File: config.mk
export PLATFORM = sky130hd
export DESIGN_NAME = ps2_key_ctrl_flat
export DESIGN_NICKNAME = d
export VERILOG_FILES = /design/src/rtl/ps2_key_ctrl_if.sv /design/src/rtl/ps2_key_ctrl.sv /design/src/flat_wrapper.sv
export SDC_FILE = /design/constraint.sdc
export NUM_CORES = 1
export LEC_CHECK = 0
export BUFFER_PORTS_ARGS = -buffer_cell sky130_fd_sc_hd__buf_4
export CORE_MARGIN = 2
export CORE_UTILIZATION = 35
export DETAILED_ROUTE_END_ITERATION = 16
export GPL_ROUTABILITY_DRIVEN = 0
export GPL_TIMING_DRIVEN = 0
export PLACE_DENSITY = 0.48
export SLEW_MARGIN = 20
export SYNTH_ARGS = -nofsm -noshare
export SYNTH_HDL_FRONTEND = slang
export SYNTH_SLANG_ARGS = --single-unit
export TNS_END_PERCENT = 50
File: constraint.sdc
create_clock -name clk -period 5.9 [get_ports clk]
set_clock_uncertainty 0.2 [all_clocks]
set_input_delay 0.295 -clock clk [delete_from_list [all_inputs] [get_ports clk]]
set_output_delay 0.295 -clock clk [all_outputs]
set_load 0.01 [all_outputs]
File: src/rtl/ps2_key_ctrl_if.sv
// Key-event handshake bundle for ps2_key_ctrl: head-of-FIFO event plus valid/ready.
// The controller drives through the master modport; the consumer uses the slave modport.
interface ps2_key_ctrl_if;
  logic       evt_valid;
  logic       evt_rdy;
  logic [7:0] evt_code;
  logic       evt_ext;
  logic       evt_brk;

  modport master (
    output evt_valid,
    output evt_code,
    output evt_ext,
    output evt_brk,
    input  evt_rdy
  );

  modport slave (
    input  evt_valid,
    input  evt_code,
    input  evt_ext,
    input  evt_brk,
    output evt_rdy
  );
endinterface

File: src/rtl/ps2_key_ctrl.sv
// PS/2 keyboard receiver: input filtering, framing FSM, E0/F0 decode and event FIFO.
// Optional macro PS2_TYPEMATIC_FILTER_EN suppresses auto-repeated make events.
module ps2_key_ctrl #(
  parameter int FILT_LEN    = 8,
  parameter int TIMEOUT_CYC = 100000,
  parameter int FIFO_DEPTH  = 4
) (
  input  logic           clk,
  input  logic           clr,
  input  logic           ps2c,
  input  logic           ps2d,
  ps2_key_ctrl_if.master evt,
  output logic           err_parity,
  output logic           err_frame,
  output logic           overflow,
  output logic           busy
);

  localparam int PW = $clog2(FIFO_DEPTH);
  localparam int TW = $clog2(TIMEOUT_CYC);
  localparam logic [TW-1:0] TO_LAST = TW'(TIMEOUT_CYC - 1);

  typedef enum logic [1:0] {S_IDLE, S_DATA, S_PARITY, S_STOP} state_t;

  // Filtered lines: index 0 is ps2c, index 1 is ps2d
  logic [1:0] raw;
  logic [1:0] filt;
  assign raw = {ps2d, ps2c};

  generate
    for (genvar gi = 0; gi < 2; gi++) begin : g_filt
      logic [FILT_LEN-1:0] sh_reg;
      logic                filt_reg;

      always_ff @(posedge clk or posedge clr) begin
        if (clr) begin
          sh_reg   <= '1;
          filt_reg <= 1'b1;
        end else begin
          sh_reg <= {sh_reg[FILT_LEN-2:0], raw[gi]};
          if (&sh_reg)
            filt_reg <= 1'b1;
          else if (~|sh_reg)
            filt_reg <= 1'b0;
        end
      end

      assign filt[gi] = filt_reg;
    end
  endgenerate

  logic c_prev_reg;
  logic fall;
  logic d_bit;
  assign fall  = c_prev_reg & ~filt[0];
  assign d_bit = filt[1];

  state_t          state_reg, state_next;
  logic [2:0]      bit_cnt_reg, bit_cnt_next;
  logic [7:0]      data_reg, data_next;
  logic            par_reg, par_next;
  logic [TW-1:0]   to_cnt_reg, to_cnt_next;
  logic            byte_vld_reg, byte_vld_next;
  logic [7:0]      byte_reg, byte_next;
  logic            ext_pend_reg, ext_pend_next;
  logic            brk_pend_reg, brk_pend_next;
  logic            err_par_reg, err_par_next;
  logic            err_frm_reg, err_frm_next;
  logic            clr_pend;
  logic            dec_push;
  logic [9:0]      dec_ev;
  logic            push_req;

  always_ff @(posedge clk or posedge clr) begin
    if (clr) begin
      c_prev_reg   <= 1'b1;
      state_reg    <= S_IDLE;
      bit_cnt_reg  <= '0;
      data_reg     <= '0;
      par_reg      <= 1'b0;
      to_cnt_reg   <= '0;
      byte_vld_reg <= 1'b0;
      byte_reg     <= '0;
      ext_pend_reg <= 1'b0;
      brk_pend_reg <= 1'b0;
      err_par_reg  <= 1'b0;
      err_frm_reg  <= 1'b0;
    end else begin
      c_prev_reg   <= filt[0];
      state_reg    <= state_next;
      bit_cnt_reg  <= bit_cnt_next;
      data_reg     <= data_next;
      par_reg      <= par_next;
      to_cnt_reg   <= to_cnt_next;
      byte_vld_reg <= byte_vld_next;
      byte_reg     <= byte_next;
      ext_pend_reg <= ext_pend_next;
      brk_pend_reg <= brk_pend_next;
      err_par_reg  <= err_par_next;
      err_frm_reg  <= err_frm_next;
    end
  end

  // Framing: every transition is qualified by a filtered ps2c falling edge
  always_comb begin
    state_next    = state_reg;
    bit_cnt_next  = bit_cnt_reg;
    data_next     = data_reg;
    par_next      = par_reg;
    byte_vld_next = 1'b0;
    byte_next     = byte_reg;
    err_par_next  = 1'b0;
    err_frm_next  = 1'b0;
    clr_pend      = 1'b0;
    to_cnt_next   = (fall || state_reg == S_IDLE) ? '0 : to_cnt_reg + TW'(1);

    if (fall) begin
      case (state_reg)
        S_IDLE: begin
          if (!d_bit) begin
            state_next   = S_DATA;
            bit_cnt_next = '0;
          end else begin
            err_frm_next = 1'b1;
          end
        end
        S_DATA: begin
          data_next    = {d_bit, data_reg[7:1]};
          bit_cnt_next = bit_cnt_reg + 3'd1;
          if (bit_cnt_reg == 3'd7)
            state_next = S_PARITY;
        end
        S_PARITY: begin
          par_next   = d_bit;
          state_next = S_STOP;
        end
        S_STOP: begin
          state_next = S_IDLE;
          if (!d_bit) begin
            err_frm_next = 1'b1;
            clr_pend     = 1'b1;
          end else if (!(^{data_reg, par_reg})) begin
            err_par_next = 1'b1;
            clr_pend     = 1'b1;
          end else begin
            byte_vld_next = 1'b1;
            byte_next     = data_reg;
          end
        end
        default: state_next = S_IDLE;
      endcase
    end else if (state_reg != S_IDLE && to_cnt_reg == TO_LAST) begin
      state_next   = S_IDLE;
      err_frm_next = 1'b1;
      clr_pend     = 1'b1;
    end
  end

  // Prefix decode runs one cycle after a good stop bit
  always_comb begin
    ext_pend_next = ext_pend_reg;
    brk_pend_next = brk_pend_reg;
    dec_push      = 1'b0;
    dec_ev        = {ext_pend_reg, brk_pend_reg, byte_reg};
    if (byte_vld_reg) begin
      if (byte_reg == 8'hE0) begin
        ext_pend_next = 1'b1;
      end else if (byte_reg == 8'hF0) begin
        brk_pend_next = 1'b1;
      end else begin
        dec_push      = 1'b1;
        ext_pend_next = 1'b0;
        brk_pend_next = 1'b0;
      end
    end
    if (clr_pend) begin
      ext_pend_next = 1'b0;
      brk_pend_next = 1'b0;
    end
  end

`ifdef PS2_TYPEMATIC_FILTER_EN
  logic       trk_vld_reg, trk_vld_next;
  logic [8:0] trk_reg, trk_next;
  logic       trk_hit;

  always_ff @(posedge clk or posedge clr) begin
    if (clr) begin
      trk_vld_reg <= 1'b0;
      trk_reg     <= '0;
    end else begin
      trk_vld_reg <= trk_vld_next;
      trk_reg     <= trk_next;
    end
  end

  // Tracker is keyed on {ext, code}; the break flag only decides make vs release
  always_comb begin
    trk_vld_next = trk_vld_reg;
    trk_next     = trk_reg;
    trk_hit      = trk_vld_reg && (trk_reg == {dec_ev[9], dec_ev[7:0]});
    push_req     = 1'b0;
    if (dec_push) begin
      if (!dec_ev[8]) begin
        push_req     = !trk_hit;
        trk_next     = {dec_ev[9], dec_ev[7:0]};
        trk_vld_next = 1'b1;
      end else begin
        push_req = 1'b1;
        if (trk_hit)
          trk_vld_next = 1'b0;
      end
    end
  end
`else
  assign push_req = dec_push;
`endif

  logic [9:0]  mem [FIFO_DEPTH];
  logic [PW-1:0] wr_ptr_reg, rd_ptr_reg;
  logic [PW:0]   count_reg;
  logic          ovf_reg;
  logic          pop;
  logic          full;
  logic          push_ok;

  assign pop     = evt.evt_valid & evt.evt_rdy;
  assign full    = (count_reg == (PW+1)'(FIFO_DEPTH));
  assign push_ok = push_req & (~full | pop);

  always_ff @(posedge clk or posedge clr) begin
    if (clr) begin
      for (int i = 0; i < FIFO_DEPTH; i++)
        mem[i] <= '0;
      wr_ptr_reg <= '0;
      rd_ptr_reg <= '0;
      count_reg  <= '0;
      ovf_reg    <= 1'b0;
    end else begin
      if (push_ok) begin
        mem[wr_ptr_reg] <= dec_ev;
        wr_ptr_reg      <= wr_ptr_reg + PW'(1);
      end
      if (pop)
        rd_ptr_reg <= rd_ptr_reg + PW'(1);
      count_reg <= count_reg + (PW+1)'(push_ok) - (PW+1)'(pop);
      if (push_req && full && !pop)
        ovf_reg <= 1'b1;
    end
  end

  assign evt.evt_valid = (count_reg != '0);
  assign {evt.evt_ext, evt.evt_brk, evt.evt_code} = mem[rd_ptr_reg];

  assign err_parity = err_par_reg;
  assign err_frame  = err_frm_reg;
  assign overflow   = ovf_reg;
  assign busy       = (state_reg != S_IDLE);

endmodule

File: src/flat_wrapper.sv
// flat-port wrapper written by rule: the top's interface ports become plain ports
module ps2_key_ctrl_flat 
#(
  parameter int FILT_LEN    = 8,
  parameter int TIMEOUT_CYC = 100000,
  parameter int FIFO_DEPTH  = 4
)
  (clk, clr, ps2c, ps2d, err_parity, err_frame, overflow, busy, evt_evt_valid, evt_evt_code, evt_evt_ext, evt_evt_brk, evt_evt_rdy);
  ps2_key_ctrl_if evt_i ();
  input  logic clk;
  input  logic clr;
  input  logic ps2c;
  input  logic ps2d;
  output logic err_parity;
  output logic err_frame;
  output logic overflow;
  output logic busy;
  output wire logic [$bits(evt_i.evt_valid)-1:0] evt_evt_valid;
  output wire logic [$bits(evt_i.evt_code)-1:0] evt_evt_code;
  output wire logic [$bits(evt_i.evt_ext)-1:0] evt_evt_ext;
  output wire logic [$bits(evt_i.evt_brk)-1:0] evt_evt_brk;
  input wire logic [$bits(evt_i.evt_rdy)-1:0] evt_evt_rdy;
  assign evt_evt_valid = evt_i.evt_valid;
  assign evt_evt_code = evt_i.evt_code;
  assign evt_evt_ext = evt_i.evt_ext;
  assign evt_evt_brk = evt_i.evt_brk;
  assign evt_i.evt_rdy = evt_evt_rdy;
  ps2_key_ctrl #(.FILT_LEN(FILT_LEN), .TIMEOUT_CYC(TIMEOUT_CYC), .FIFO_DEPTH(FIFO_DEPTH)) u_core (.clk(clk), .clr(clr), .ps2c(ps2c), .ps2d(ps2d), .evt(evt_i), .err_parity(err_parity), .err_frame(err_frame), .overflow(overflow), .busy(busy));
endmodule
==> impl_metrics.toml <==
[yosys]
syn_nets = 378
synth_area_per_cell_um2 = 13.47
synth-edff-count = 0
synth_ff_type = "dfrtp_1"
yosysWarnings = 0
synth_cell_types = 45
ys_ff_latch = 111
synthCells = 359
yosysSeqAreaShare = 0.5792
syn_area_mm2 = 0.004837
synthArstFlopShare = 1.000

[grt]
grt_max_degree = 63
grt_pass1_vias = 2834
grt_usage = 0.1323
grt-ovfl-total = 0
antenna_found_initial = 0
grt_pass1_wl_um = 14770

[pwr]
power_mw = 1.789
swShare = 0.2900
p_per_area_mw_per_mm2 = 323.0
power_leakage_nw = 2.581
intPower_mw = 1.270
ir_worst_vdd_uv = 160.6
clockPowerShare = 0.320
p_seq_frac = 0.488
p_sw_mw = 0.5189
power.share.combinational = 0.192

[clock_network]
cts_root_buf = "clkbuf_16"
htree_num_levels = 3
cts.sinks = 111
cts_tree = "built"
cts_resized = 0
clockBufferDepth = 2
clock_latency_ns = 0.35
cts_buffers = 9
ctsHoldBuffers = 3
cts_setup_buffers = 0
clk_pin_slew_ns = 0.07

[route]
via_per_inst = 4.932
vias = 2831
drc = 0
drt_wl_total_um = 8608
first_pass_iters = 4
antenna_left = 0
wl_per_cell_um = 15.00
first_iter_violations = 150

[final_layout]
antenna-diode-count = 0
final_area_mm2 = 0.005539
largest_register_ffs = 40
finalNetCount = 412
final_cell_mix = "dfrtp_1 (92), mux2_2 (53), nor2_1 (24), nand2_1 (21), buf_4 (20)"
final_common_cell = "dfrtp_1"
drive_gt1_frac = 0.3216
instances_no_fill = 574
final_util = 0.4150
syn2layout_area_growth_pct = 14.51

[run]
max-cap-violations = 0

[floorplan]
dieArea_mm2 = 0.01478
die_y_um = 121.6
start_util = 0.3624
die_w_um = 121.6
ioPinCount = 20
design.core.area_mm2 = 0.01335
fp-row-count = 42

[timing]
rsz0062_at_grt = "no"
finalHoldViolations = 0
max_slew_margin = 0.4391
period_share = 0.4606
worstMarginPinSlew_ns = 0.8413
setup_viol = 0
hold_ws_ns = 0.07705
finalSetupTns_ns = 0
drv_slew = 0
setup_slack_ns = 3.183
min_period_ns = 2.717
fmaxAchievable_mhz = 368.0

[worst_setup_path]
regToRegSetupSlack_ns = 3.18
path_max_fanout = 8
worstSetupPathType = "flop to flop"
worstSetupStartpointType = "flop"
arrival_ns = 2.79
cp-end-kind = "flop"
critical_path_required_ns = 5.98

[place]
pre_cts_ws_ns = 3.169
place_hpwl_um = 5784
dp.cells = 555
place_area_mm2 = 0.005233
io_buffers = 19

[run_status]
outcome = "finished, final reports clean"

[worst_hold_path]
min_path_type = "input pin to flop"
[cells in the mapped netlist (2+ instances only)]
master / number / share of area
dfrtp_1: 92 / 0.48
mux2_2: 53 / 0.12
nor2_1: 24 / 0.019
nand2_1: 21 / 0.016
dfstp_2: 19 / 0.10
xnor2_1: 16 / 0.029
o21ai_0: 15 / 0.016
ha_1: 13 / 0.034
inv_1: 13 / 0.010
mux4_2: 10 / 0.047
nand3_1: 10 / 0.010
xor2_1: 9 / 0.016
a21oi_1: 5 / 0.0052
clkbuf_1: 4 / 0.0031
nand2_4: 4 / 0.0093
nand4_1: 4 / 0.0052
nor2b_1: 4 / 0.0052
nor4_1: 3 / 0.0039
or3_1: 3 / 0.0039
or4_1: 3 / 0.0047
a22oi_1: 2 / 0.0031
a31oi_1: 2 / 0.0026
and3_1: 2 / 0.0026
and4_1: 2 / 0.0036
mux2_1: 2 / 0.0047
nor3_1: 2 / 0.0021
o22ai_1: 2 / 0.0026
o41ai_1: 2 / 0.0036
or4b_1: 2 / 0.0041
[worst max-delay path: stages, from the launching register on]
cell and delay (ns):
dfrtp_1 0.44, or4b_1 0.53, o31a_1 0.36, nor2b_1 0.15
buf_2 0.22, ha_1 0.23, inv_1 0.06, fa_1 0.17
xnor2_1 0.13, xnor2_1 0.14
[logic make-up (layout without fill, tap and decap cells)]
| logic type | after synthesis | in the layout | synth area share |
|---|---|---|---|
| DFF | 111 | 111 | 0.5792 |
| muxes | 66 | 66 | 0.1767 |
| AOI/OAI and AO/OA | 32 | 32 | 0.03958 |
| adders and majority gates | 14 | 14 | 0.03777 |
| xor gates and xnor gates | 26 | 26 | 0.04992 |
| and+or+nand+nor | 89 | 89 | 0.09804 |
| buffers and inverters | 21 | 60 | 0.01888 |
[final timing paths]
check                                      startpoint                    endpoint  cells after the start
setup / recovery                   u_core.byte_reg[0]         u_core.count_reg[2]                      9
min in group asynchronous                         clr          u_core.byte_reg[6]                      3
hold / removal                            evt_evt_rdy             u_core.overflow                      3
max in group asynchronous                         clr  u_core.g_filt[1].sh_reg[5]                      4
setup reg to reg                   u_core.byte_reg[0]         u_core.count_reg[2]                      9
hold reg to reg            u_core.g_filt[1].sh_reg[5]  u_core.g_filt[1].sh_reg[6]                      0
[per-layer routing]
metal | global-route usage | part of all wire
met1 | 0.1739 | 0.48
met2 | 0.2047 | 0.48
met3 | 0.04635 | 0.032
met4 | 0.04526 | 0.012
met5 | 0 | 0
[power by group through the flow]
stage,clock network [mW],registers (mW),logic (mW)
2_1_floorplan,0,0.875,0.268
3_3_place_gp,0,0.888,0.345
3_5_place_dp,0,0.889,0.350
4_1_cts,0.600,0.875,0.354
5_1_grt,0.632,0.885,0.394
6_report,0.572,0.874,0.343
[final cells by class]
class	instances	area (um2)
fillers	1278	7809
multi-input cells	227	1944
plain buffers	8	42.54
inverters	13	53.80
clock buffers	11	242.7
flip-flops and latches	111	2801
clock inverters	5	33.78
well taps	176	220.2
repair buffers	23	200.2
Power figures use the tool's default switching activity.
